## config.mk

```make
export PLATFORM = sky130hd
export DESIGN_NAME = logic_serial_unit_flat
export DESIGN_NICKNAME = d
export VERILOG_FILES = /design/src/rtl/alu_logic_pkg.sv /design/src/rtl/logic_serial_unit_if.sv /design/src/rtl/logic_serial_unit_bit_slice.sv /design/src/rtl/logic_serial_unit.sv /design/src/flat_wrapper.sv
export SDC_FILE = /design/constraint.sdc
export NUM_CORES = 1
export LEC_CHECK = 0
export ABC_AREA = 1
export CORE_MARGIN = 2
export CORE_UTILIZATION = 43
export DETAILED_ROUTE_END_ITERATION = 10
export PLACE_DENSITY = 0.7
export SYNTH_ARGS = -nofsm -noshare
export SYNTH_HDL_FRONTEND = slang
export SYNTH_HIERARCHICAL = 1
export SYNTH_SLANG_ARGS = --single-unit
```

## constraint.sdc

```tcl
create_clock -name clk -period 1.7 [get_ports clk]
set_clock_uncertainty 0.05 [all_clocks]
set_input_delay 0.51 -clock clk [delete_from_list [all_inputs] [get_ports clk]]
set_output_delay 0.51 -clock clk [all_outputs]
set_load 0.01 [all_outputs]
```

## src/rtl/alu_logic_pkg.sv

```systemverilog
// Shared definitions for the ALU logical datapath: opcodes, serial-unit states
// and the single-bit evaluation rule used by both serial and parallel paths.
package alu_logic_pkg;

  localparam logic [1:0] OP_AND = 2'b00;
  localparam logic [1:0] OP_OR  = 2'b01;
  localparam logic [1:0] OP_XOR = 2'b10;
  localparam logic [1:0] OP_NOT = 2'b11;

  typedef enum logic [1:0] {
    IDLE  = 2'd0,
    SHIFT = 2'd1,
    DONE  = 2'd2
  } state_t;

  function automatic logic logic_op(input logic [1:0] op, input logic a, input logic b);
    logic r;
    r = 1'b0;
    case (op)
      OP_AND:  r = a & b;
      OP_OR:   r = a | b;
      OP_XOR:  r = a ^ b;
      default: r = ~a;
    endcase
    return r;
  endfunction

endpackage

```

## src/rtl/logic_serial_unit_if.sv

```systemverilog
// Command and result handshakes of the bit-serial logical unit.
interface logic_serial_unit_if #(parameter int unsigned WIDTH = 4);
  logic             in_valid;
  logic             in_ready;
  logic [1:0]       op;
  logic [WIDTH-1:0] x;
  logic [WIDTH-1:0] y;
  logic             out_valid;
  logic             out_ready;
  logic [WIDTH-1:0] result;
  logic             zero;

  modport master (
    output in_valid, op, x, y, out_ready,
    input  in_ready, out_valid, result, zero
  );

  modport slave (
    input  in_valid, op, x, y, out_ready,
    output in_ready, out_valid, result, zero
  );
endinterface

```

## src/rtl/logic_serial_unit_bit_slice.sv

```systemverilog
// Combinational 1-bit logical evaluator fed by the serial unit's bit selector.
module logic_bit_slice
  import alu_logic_pkg::*;
(
  input  logic [1:0] op,
  input  logic       a,
  input  logic       b,
  output logic       r
);

  assign r = logic_op(op, a, b);

endmodule

```

## src/rtl/logic_serial_unit.sv

```systemverilog
// Bit-serial logical unit: accepts one command, evaluates LSB first one bit per
// clock, then holds result/zero on the output handshake until consumed.
module logic_serial_unit
  import alu_logic_pkg::*;
#(
  parameter int unsigned WIDTH = 4
) (
  input logic clk,
  input logic rst,
  logic_serial_unit_if.slave bus
);

  localparam int unsigned CW = (WIDTH > 1) ? $clog2(WIDTH) : 1;

  state_t           state, state_nxt;
  logic [1:0]       op_q;
  logic [WIDTH-1:0] x_q, y_q, sr, res_q;
  logic [WIDTH-1:0] word;
  logic             zero_q;
  logic [CW-1:0]    cnt;
  logic             bit_r;
  logic             accept, last;
  logic             in_ready_c, out_valid_c;

  logic_bit_slice u_slice (
    .op (op_q),
    .a  (x_q[cnt]),
    .b  (y_q[cnt]),
    .r  (bit_r)
  );

  assign accept = bus.in_valid && in_ready_c;
  assign last   = (state == SHIFT) && (cnt == CW'(WIDTH - 1));
  // New bit enters at the MSB; after WIDTH shifts the first bit sits at the LSB.
  assign word   = {bit_r, sr[WIDTH-1:1]};

  always_ff @(posedge clk) begin
    if (rst) state <= IDLE;
    else     state <= state_nxt;
  end

  always_comb begin
    state_nxt = state;
    case (state)
      IDLE:    if (accept) state_nxt = SHIFT;
      SHIFT:   if (last) state_nxt = DONE;
      DONE:    if (bus.out_ready) state_nxt = IDLE;
      default: state_nxt = IDLE;
    endcase
  end

  always_comb begin
    in_ready_c  = 1'b0;
    out_valid_c = 1'b0;
    case (state)
      IDLE:    in_ready_c  = 1'b1;
      DONE:    out_valid_c = 1'b1;
      default: ;
    endcase
  end

  always_ff @(posedge clk) begin
    if (rst) begin
      op_q   <= '0;
      x_q    <= '0;
      y_q    <= '0;
      sr     <= '0;
      cnt    <= '0;
      res_q  <= '0;
      zero_q <= 1'b0;
    end else if (state == IDLE) begin
      if (accept) begin
        op_q <= bus.op;
        x_q  <= bus.x;
        y_q  <= bus.y;
        sr   <= '0;
        cnt  <= '0;
      end
    end else if (state == SHIFT) begin
      sr  <= word;
      cnt <= cnt + CW'(1);
      if (last) begin
        res_q  <= word;
        zero_q <= (word == '0);
      end
    end
  end

  assign bus.in_ready  = in_ready_c;
  assign bus.out_valid = out_valid_c;
  assign bus.result    = res_q;
  assign bus.zero      = zero_q;

endmodule

```

## src/flat_wrapper.sv

```systemverilog
// flat-port wrapper written by rule: the top's interface ports become plain ports
module logic_serial_unit_flat import alu_logic_pkg::*;
#(
  parameter int unsigned WIDTH = 4
)
  (clk, rst, bus_in_valid, bus_op, bus_x, bus_y, bus_out_ready, bus_in_ready, bus_out_valid, bus_result, bus_zero);
  logic_serial_unit_if #(.WIDTH(WIDTH)) bus_i ();
  input logic clk;
  input logic rst;
  input wire logic [$bits(bus_i.in_valid)-1:0] bus_in_valid;
  input wire logic [$bits(bus_i.op)-1:0] bus_op;
  input wire logic [$bits(bus_i.x)-1:0] bus_x;
  input wire logic [$bits(bus_i.y)-1:0] bus_y;
  input wire logic [$bits(bus_i.out_ready)-1:0] bus_out_ready;
  output wire logic [$bits(bus_i.in_ready)-1:0] bus_in_ready;
  output wire logic [$bits(bus_i.out_valid)-1:0] bus_out_valid;
  output wire logic [$bits(bus_i.result)-1:0] bus_result;
  output wire logic [$bits(bus_i.zero)-1:0] bus_zero;
  assign bus_i.in_valid = bus_in_valid;
  assign bus_i.op = bus_op;
  assign bus_i.x = bus_x;
  assign bus_i.y = bus_y;
  assign bus_i.out_ready = bus_out_ready;
  assign bus_in_ready = bus_i.in_ready;
  assign bus_out_valid = bus_i.out_valid;
  assign bus_result = bus_i.result;
  assign bus_zero = bus_i.zero;
  logic_serial_unit #(.WIDTH(WIDTH)) u_core (.clk(clk), .rst(rst), .bus(bus_i));
endmodule
```

Yosys cells after proc, flatten, opt, wreduce, memory -nomap -nowiden
Cells that the tools add are included.
Storage, ports and cells
  word-level logic and storage cells: 50
  bits in writable memories: 0
  memories kept: 0
  ROM bits: 0
  output and inout port bits: 7
  bits in latches: 0
  bits in registers: 23
  input port bits: 14
Operators by class
  equal/unequal tests: 8
  shift operators: 0
  bitwise operators: 5
  $lt $le $gt $ge: 1
  multipliers: 0
  $add $sub $neg: 1
  mux-type cells: 17
  divide/modulo/power cells: 0
  reductions and logical operators: 10
Operator list (count)
  $mux W2: 6
  $mux W4: 3
  $eq A2 B2 Y1 const B: 3
  $pmux W2 S3: 1
  $reduce_and A3 Y1: 2
  $bmux W1 S2: 2
  $eq A2 B1 Y1 const B: 2
  $logic_not A2 Y1: 2
  $logic_not A4 Y1: 1
  $mux W1: 4
  $ne A2 B1 Y1 const B: 2
  $reduce_and A2 Y1: 2
  $lt A2 B3 Y1 const B: 1
  $pmux W1 S3: 1
  $add A2 B1 Y2 const B: 1
  $logic_and A1 B1 Y1: 2
  $ne A2 B2 Y1 const B: 1
  $not A1 Y1: 2
  $reduce_bool A2 Y1: 1
  $and A1 B1 Y1: 1
  $or A1 B1 Y1: 1
  $xor A1 B1 Y1: 1

Logic depth before layout (Yosys ltp)
  word-level depth: 6
  gate-level depth with buffers: 14
  mapped depth without buffers: 14

Modules after synthesis
Netlist, hierarchy kept.
By module, submodules not included
  logic_serial_unit: sequential area each 440.4 sq um, cells each 118, area each 879.6 sq um, instances 1
  logic_bit_slice: sequential area each 0.0 sq um, cells each 15, area each 76.3 sq um, instances 1

Worst setup path before layout
No wires, ideal clock.
  path type: reg2reg
  from: register u_core.cnt[0]
  to: register u_core.zero_q, in the netlist u_core/bus.zero
  path buffers: 0
  arrival: 1.594 ns
  setup slack: 0.001 ns
  cell stages (with the launch flop): 15
  clock period less this slack: 1.699 ns
  data required time: 1.594 ns
  library setup time: 0.056 ns
  path through: dfxtp_1 -> inv_1 -> nor2_1 -> o22ai_1 -> inv_1 -> ha_1 -> inv_1 -> nand2_1 -> nand3_1 -> nand2_1 -> nor2_1 -> nand2_1 -> o21ai_1 -> nand2_1 -> inv_1
Between the ends
  cells in the longest elaborated chain, start to end: 5
  elaborated cells on any way between the ends: 13
  those cells by class: eq/ne: 1; mux: 5; bitwise: 4; reduce/logical: 3
Ends and longest elaborated chain
  start, declared: line logic_serial_unit.sv:20  | logic [CW-1:0] cnt;
  start signal, assigned: line logic_serial_unit.sv:81  | cnt <= cnt + CW'(1);
  $bmux W1 S2 (on tied branches): line logic_serial_unit.sv:27, logic_serial_unit.sv:28
  $mux W1 (on tied branches): line logic_serial_unit.sv:27, logic_serial_unit.sv:28
  $xor A1 B1 Y1, or another cell as far along: line alu_logic_pkg.sv:22  | OP_XOR: r = a ^ b;
  $pmux W1 S3 *: line alu_logic_pkg.sv:19  | case (op)
  named net u_core.bit_r: line logic_serial_unit.sv:21  | logic bit_r;
  $logic_not A4 Y1 *: line logic_serial_unit.sv:84  | zero_q <= (word == '0);
  end signal, assigned: line logic_serial_unit.sv:84
  end, declared: line logic_serial_unit.sv:19  | logic zero_q;
Mark *: on every way through the listed nets, which the timed path passes. The rest lies on a longest branch. The select of a mux whose other input is x is not followed.
A chain may end at the register's enable or synchronous reset.

Final worst setup path
Same ends and word-level chain as after synthesis.

==> impl_metrics.csv <==
group,metric,value,unit
power,sw_frac_of_total,0.280,
placement,dp_slack,-148,ps
power,power.switching,286,uW
drt,vias_per_cell,4.85,
synthesis,synth_common_cells,"nor2_1 (30), dfxtp_1 (22), nand2_1 (22)",
clock_tree,insertion_delay,290,ps
synthesis,post-synth-top-count-cell,"nor2_1",
cells_and_area,antenna_cells,0,
critical_path,regToRegSetupSlack,-30,ps
power,p_seq_frac,0.559,
synthesis,yosysTopAreaCell,"dfxtp_1",
clock_tree,clockBufferDepth,2,
critical_path,crit_end,"u_core/bus.zero",
timing,fin_setup_tns,-32.1,ps
die,initial_utilization,0.445,
cells_and_area,multiInputGateArea,500,sq um
global_routing,overflow,0,
critical_path,critical_path.cell_chain,"inv_6, nor2_2, o22ai_2, inv_1, ha_1, inv_1, nand2_1, nand3_2, nand2_2, nor2_2, nand2_1, o21ai_1, nand2_1, inv_1",
critical_path,reg2reg_depth,14,
run,cap_violations,0,
critical_path,cp.depth,14,
timing,rsz0062_at_grt,"true",
drt,drt-pass1-iter-count,4,
synthesis,synth_top_area_frac,0.461,
placement,gp_congestion,0.764,
timing,layout_setup_ws,-32.1,ps
cells_and_area,ff_latch_area,447,sq um
global_routing,grt_pass1_vias,833,
drt,drt-initial-drc-count,9,
cells_and_area,final_layout_size_suffix_gt1_frac,0.217,
drt,final_antenna_net_count,0,
global_routing,grt_antenna_before_repair,0,
critical_path,end_kind,"flip-flop",
synthesis,yosysUniqueCellTypes,17,
cells_and_area,area_growth,38.2,%
timing,final-setup-viol-count,1,
clock_tree,cts_root_buf,"clkbuf_4",
cells_and_area,fillCellCount,205,
drt,drt_wl_total,2100,um
global_routing,use_met3,0.0175,
timing,fmax,577,MHz
global_routing,use_met1,0.233,
power,pwr-share-comb,0.217,
placement,hpwl,1540,um
hold_path,hold_class,"reg -> reg",
critical_path,reg2reg_from,"u_core/cnt[0]",
synthesis,yosysSeqAreaShare,0.461,
clock_tree,cts.clk_slew.worst_paths,110,ps
global_routing,use_met2,0.292,
cells_and_area,final_area,1320,sq um
critical_path,start_kind,"flip-flop",
synthesis,ys_warn_count,6,
power,clockPowerShare,0.223,
die,die_y,51.2,um
synthesis,synth_area,956,sq um
die,core,2150,sq um
critical_path,critical_path_class,"reg -> reg",
timing,worstMarginPinSlew,314,ps
timing,period_share,1.02,
critical_path,path_max_fanout,6,
global_routing,grt_max_degree,14,
critical_path,worst-path-buf-inv,4,
critical_path,crit_path_max_incr_delay,390,ps
critical_path,critical_path_required,1900,ps
placement,placed_area,1210,sq um
status,violations,"setup timing",
synthesis,postSynth.asyncResetShare,0,
global_routing,busiest_layer,"met2",
synthesis,synth_edf_count,0,
power,ir_drop,0.535,mV
drt,drc,0,
die,dieArea,2620,sq um
power,p_int,735,uW
clock_tree,cts_made_buffers,3,
synthesis,synth-seq-cells,22,
clock_tree,cts.hold.buffers_added,0,
timing,min_period,1730,ps
drt,vias,916,
clock_tree,cts_tree,"yes",
cells_and_area,final_nets,180,
timing,slew_headroom,0.790,
timing,hold_violations,0,
critical_path,crit_slowest_cell,"dfxtp_4",
power,p_leak,0.000562,uW
die,dieWidth,51.2,um
synthesis,synth_ff_type,"dfxtp_1",
critical_path,critical_path.startpoint,"u_core/cnt[0]",
clock_tree,htreeDepth,1,
drt,wl_per_cell,11.1,um
critical_path,worstPathArrival,1930,ps
synthesis,synth_cells,133,
global_routing,grt.total_usage,0.173,
critical_path,r2r-end,"u_core/bus.zero",
synthesis,syn_nets,150,
global_routing,grt_pass1_wl,3510,um
timing,slew_viol_final,0,
critical_path,cp_top_family,"simple AND/OR/NAND/NOR gates",
die,num_rows,17,
synthesis,synth_area_leaders,"dfxtp_1 (46%), nor2_1 (12%), nand2_1 (8.6%)",
die,io-pin-count,21,
clock_tree,clock-sinks,22,
status,status,"complete, but fails checks",
placement,port_buffers,20,
power,power.density,773,nW/um^2
synthesis,syn_avg_cell_area,7.19,sq um
-- per-layer routing --
layer | part of all wire | up-vias
met5 | 0 | -
met3 | 0.028 | 2
met4 | 0.0076 | 0
met2 | 0.50 | 15
met1 | 0.46 | 418
li1 | - | 481
-- timing repair --
item | in CTS | in global routing
endpoints found under the hold margin | 0 | 0
pin swaps | 5 | 4
setup endpoints to repair | 10 | 5
gates resized for setup | 21 | 17
setup buffers | 2 | 0
-- cells by family after synthesis --
family	count (synthesis)	share of synthesized area
and+or+nand+nor	61	0.254
adders and majority gates	3	0.0393
DFF	22	0.461
AOI/OAI and AO/OA	29	0.157
buffers and inverters	18	0.0890
-- power by group through the flow --
stage | Sequential, uW | Combinational (uW) | Clock, uW
floorplan | 570 | 117 | 0
global placement | 575 | 175 | 0
detailed placement | 575 | 183 | 0
CTS | 567 | 199 | 235
global route | 576 | 247 | 264
finish | 571 | 222 | 228
-- state kept, by name, indices dropped and copies added, names as in the netlist --
| register | cells |
|---|---|
| u_core/bus.result | 4 |
| u_core/bus.zero | 1 |
| u_core/cnt | 2 |
| u_core/op_q | 2 |
| u_core/sr | 3 |
| u_core/state | 2 |
| u_core/x_q | 4 |
| u_core/y_q | 4 |
-- area by class of cell --
type	count	share of cell area
Multi-Input combinational cell	93	0.379
Sequential cell	22	0.338
Timing Repair Buffer	29	0.196
Inverter	14	0.0436
Tap cell	28	0.0265
Clock buffer	3	0.0170
-- worst min-delay path, stage by stage, from the launching register on --
cell	delay, ps
dfxtp_1	320
nand2_1	60
a21oi_1	60
-- cell usage in the layout (no fill, tap or decap) --
cell type / n
o21ai_0: 8
a21oi_2: 2
o21ai_1: 5
o22ai_2: 2
dlygate4sd2_1: 6
nand2_1: 20
clkbuf_2: 1
clkinv_1: 2
nor2_2: 3
nand3_1: 5
buf_4: 8
o21a_1: 1
nor2_4: 1
dfxtp_1: 19
ha_1: 3
inv_2: 1
nand2_2: 3
o21ai_2: 4
nor2_1: 27
buf_6: 1
dfxtp_4: 1
clkdlybuf4s50_1: 13
a21oi_1: 7
dfxtp_2: 2
inv_1: 10
clkbuf_4: 3
inv_6: 1
nand3_2: 1
nand3_4: 1
-- metrics by stage --
stage,utilization,hold WS [ps],instances,power [uW]
global route,0.615,462,189,1090
finish,0.615,420,189,1020
global placement,0.564,405,184,749
floorplan,-,399,133,686
detailed placement,0.564,412,184,759
CTS,0.590,427,189,1000
-- how the worst min path moves through the flow --
stage / startpoint / endpoint / cells past startpoint
after floorplan: u_core/x_q[2] / u_core/x_q[2] / 2
after global placement: u_core/bus.result[2] / u_core/bus.result[2] / 2
after detailed placement: u_core/bus.result[2] / u_core/bus.result[2] / 2
after CTS: u_core/bus.result[2] / u_core/bus.result[2] / 2
after global routing: u_core/bus.result[2] / u_core/bus.result[2] / 2
final: u_core/bus.result[1] / u_core/bus.result[1] / 2
Note: power is estimated with default switching activity, not from simulation.
==> edit, RTL diff (same flow settings) <==
Re-encode `state_t` (3 states) as one-hot, 3 bits wide.
--- a/src/rtl/alu_logic_pkg.sv
+++ b/src/rtl/alu_logic_pkg.sv
@@ -8,8 +8,8 @@
   localparam logic [1:0] OP_NOT = 2'b11;
 
-  typedef enum logic [1:0] {
-    IDLE  = 2'd0,
-    SHIFT = 2'd1,
-    DONE  = 2'd2
+  typedef enum logic [2:0] {
+    IDLE  = 3'b001,
+    SHIFT = 3'b010,
+    DONE  = 3'b100
   } state_t;
 
Check against the original RTL: no difference found for any inputs over 10 cycles, from zero or initial values and one cycle with rst high; not proved beyond that.
==> edit against the unedited design <==
- the flow still finishes with violations (negative setup slack)
- core utilization rose by 0.34 points
- via count rose by 14%
- sequential power rose by 3%
- wire length rose by 21%
- clock power rose by 14%
- combinational power rose by 9.9%
- worst setup slack got worse by 41 ps
- count of clock-buffer cells in the layout did not move
- final area rose by 13%
- sequential cell count rose by 1
- synthesized area rose by 11%
- power rose by 7.0%
==> edit: results (changes against the unedited design) <==
* WL/cell at 12.0 µm (+8.1%)
* Met3 Track Usage GR at 0.0361 (+0.0186)
* Compound-cell area share of the yosys netlist at 0.138 (-0.0194)
* Vias per std cell at 4.95 (+2.2%)
* Post-synth cell types at 24 (+7)
* Peak supply drop at 0.471 mV (-12%)
* Setup-failing EPs final at 2 (+1)
* Largest cells by area after synthesis: dfxtp_1 43%, nand2_1 9.9%, a21oi_1 8.0%, nand3_1 7.5%, inv_1 4.9%
* Fill count at 222 (+8.3%)
* GR Util met2 at 0.394 (+0.102)
* First-pass GRT wire length at 4.24 mm (+21%)
* Leak pwr at 0.639 nW (+14%)
* Status: finished, violations left
* Clk slew on worst S/H paths at 130 ps (+20 ps)
* Nets at 199 (+11%)
* Reg2Reg Depth at 13 (-1)
* Vias in the first global route at 1018 (+22%)
* Dpl ws at -94.9 ps (+53.1 ps)
* Largest net degree at the start of global routing at 18 (+4)
* HPWL after detailed placement at 1.81 mm (+17%)
* Fin worst setup slack at -72.9 ps (-40.8 ps)
* Post-route setup TNS at -136 ps (-104 ps)
* Initial DRC count at 21 (+12)
* Placer Congestion at 0.824 (+7.9%)
* Switching power at 0.317 mW (+11%)
* Tot GR Track Use at 0.203 (+0.0293)
* WP data arrival at 1980 ps (+50 ps)
* Commonest cells post-synth: 28 x nand2_1, 23 x dfxtp_1, 17 x a21oi_1
* GR Util met1 at 0.210 (-0.0230)
* Share of cells above drive strength 1 at 0.276 (+0.0589)
* Failing checks: negative setup slack
## edit: cell count changes in the layout (fill, tap and decap cells not counted), moves of 2 or more
cell      delta
nand2_2      -2
nor2_4       +2
o21ai_0      -5
nand2_1      +8
buf_4       +11
buf_2        +2
nor2_1      -14
nand3_1     +11
inv_1        +3
a21oi_1     +10
nor2_2       -3
o21ai_1      -5
clkinv_1     -2
## edit: per-layer routing
layer  routed length, µm  vias to the layer above
met2                1340                       20
met4                  40                        0
met5                   0                        -
li1                    -                      541
met3                  73                        4
met1                1080                      480
## edit: power by group through the flow
stage / Sequential, mW / Clock (mW) / Combinational [mW]
after floorplan: 0.590 / 0 / 0.130
after global placement: 0.593 / 0 / 0.217
after detailed placement: 0.593 / 0 / 0.224
after CTS: 0.585 / 0.272 / 0.235
after global routing: 0.593 / 0.291 / 0.271
final: 0.590 / 0.259 / 0.244
## edit: how the worst min path moves through the flow
| stage | startpoint | end | slack [ps] | cells after the start |
|---|---|---|---|---|
| 2_1_floorplan | u_core/x_q[2] | u_core/x_q[2] | 390 | 2 |
| 3_3_place_gp | u_core/y_q[2] | u_core/y_q[2] | 400 | 2 |
| 3_5_place_dp | u_core/y_q[1] | u_core/y_q[1] | 400 | 2 |
| 4_1_cts | u_core/y_q[1] | u_core/y_q[1] | 420 | 2 |
| 5_1_grt | u_core/bus.zero | u_core/bus.zero | 450 | 2 |
| 6_report | u_core/bus.zero | u_core/bus.zero | 430 | 2 |
## edit: area by class of cell
type	instances	share of cell area
clock buffers	3	0.0151
inverters	16	0.0437
flip-flops and latches	23	0.317
well taps	30	0.0252
multi-input cells	99	0.377
repair buffers	39	0.219
clock inverters	1	0.00336
## edit: cells by family (layout without fill, tap and decap cells)
| logic type | after synthesis | after routing |
|---|---|---|
| simple gates | 68 | 68 |
| fa+ha+maj | 3 | 3 |
| compound gates | 28 | 28 |
| flops | 23 | 23 |
| buf+inv | 21 | 59 |
## edit: repair_timing
action	4_1_cts	5_1_grt
endpoints found under the setup margin	8	5
pin swaps	9	8
gates resized for setup	28	12
buffers inserted	2	2
## edit: critical path, stage by stage (launching register included)
cell and delay [ps]:
dfxtp_4 400, inv_6 80, nor2_1 50, o22ai_2 160, inv_1 70, ha_1 290, inv_1 60, nand2_1 60
nand3_1 60, nand2_1 70, nor2_1 90, and2_1 110, nand2_1 50, a21oi_1 120
## edit: metrics by stage
stage / instances / hold WS [ps] / cell area [µm²]
floorplan: 143 / 390 / 1060
global placement: 203 / 405 / 1380
detailed placement: 203 / 402 / 1380
CTS: 209 / 424 / 1450
global route: 211 / 453 / 1490
finish: 211 / 427 / 1490
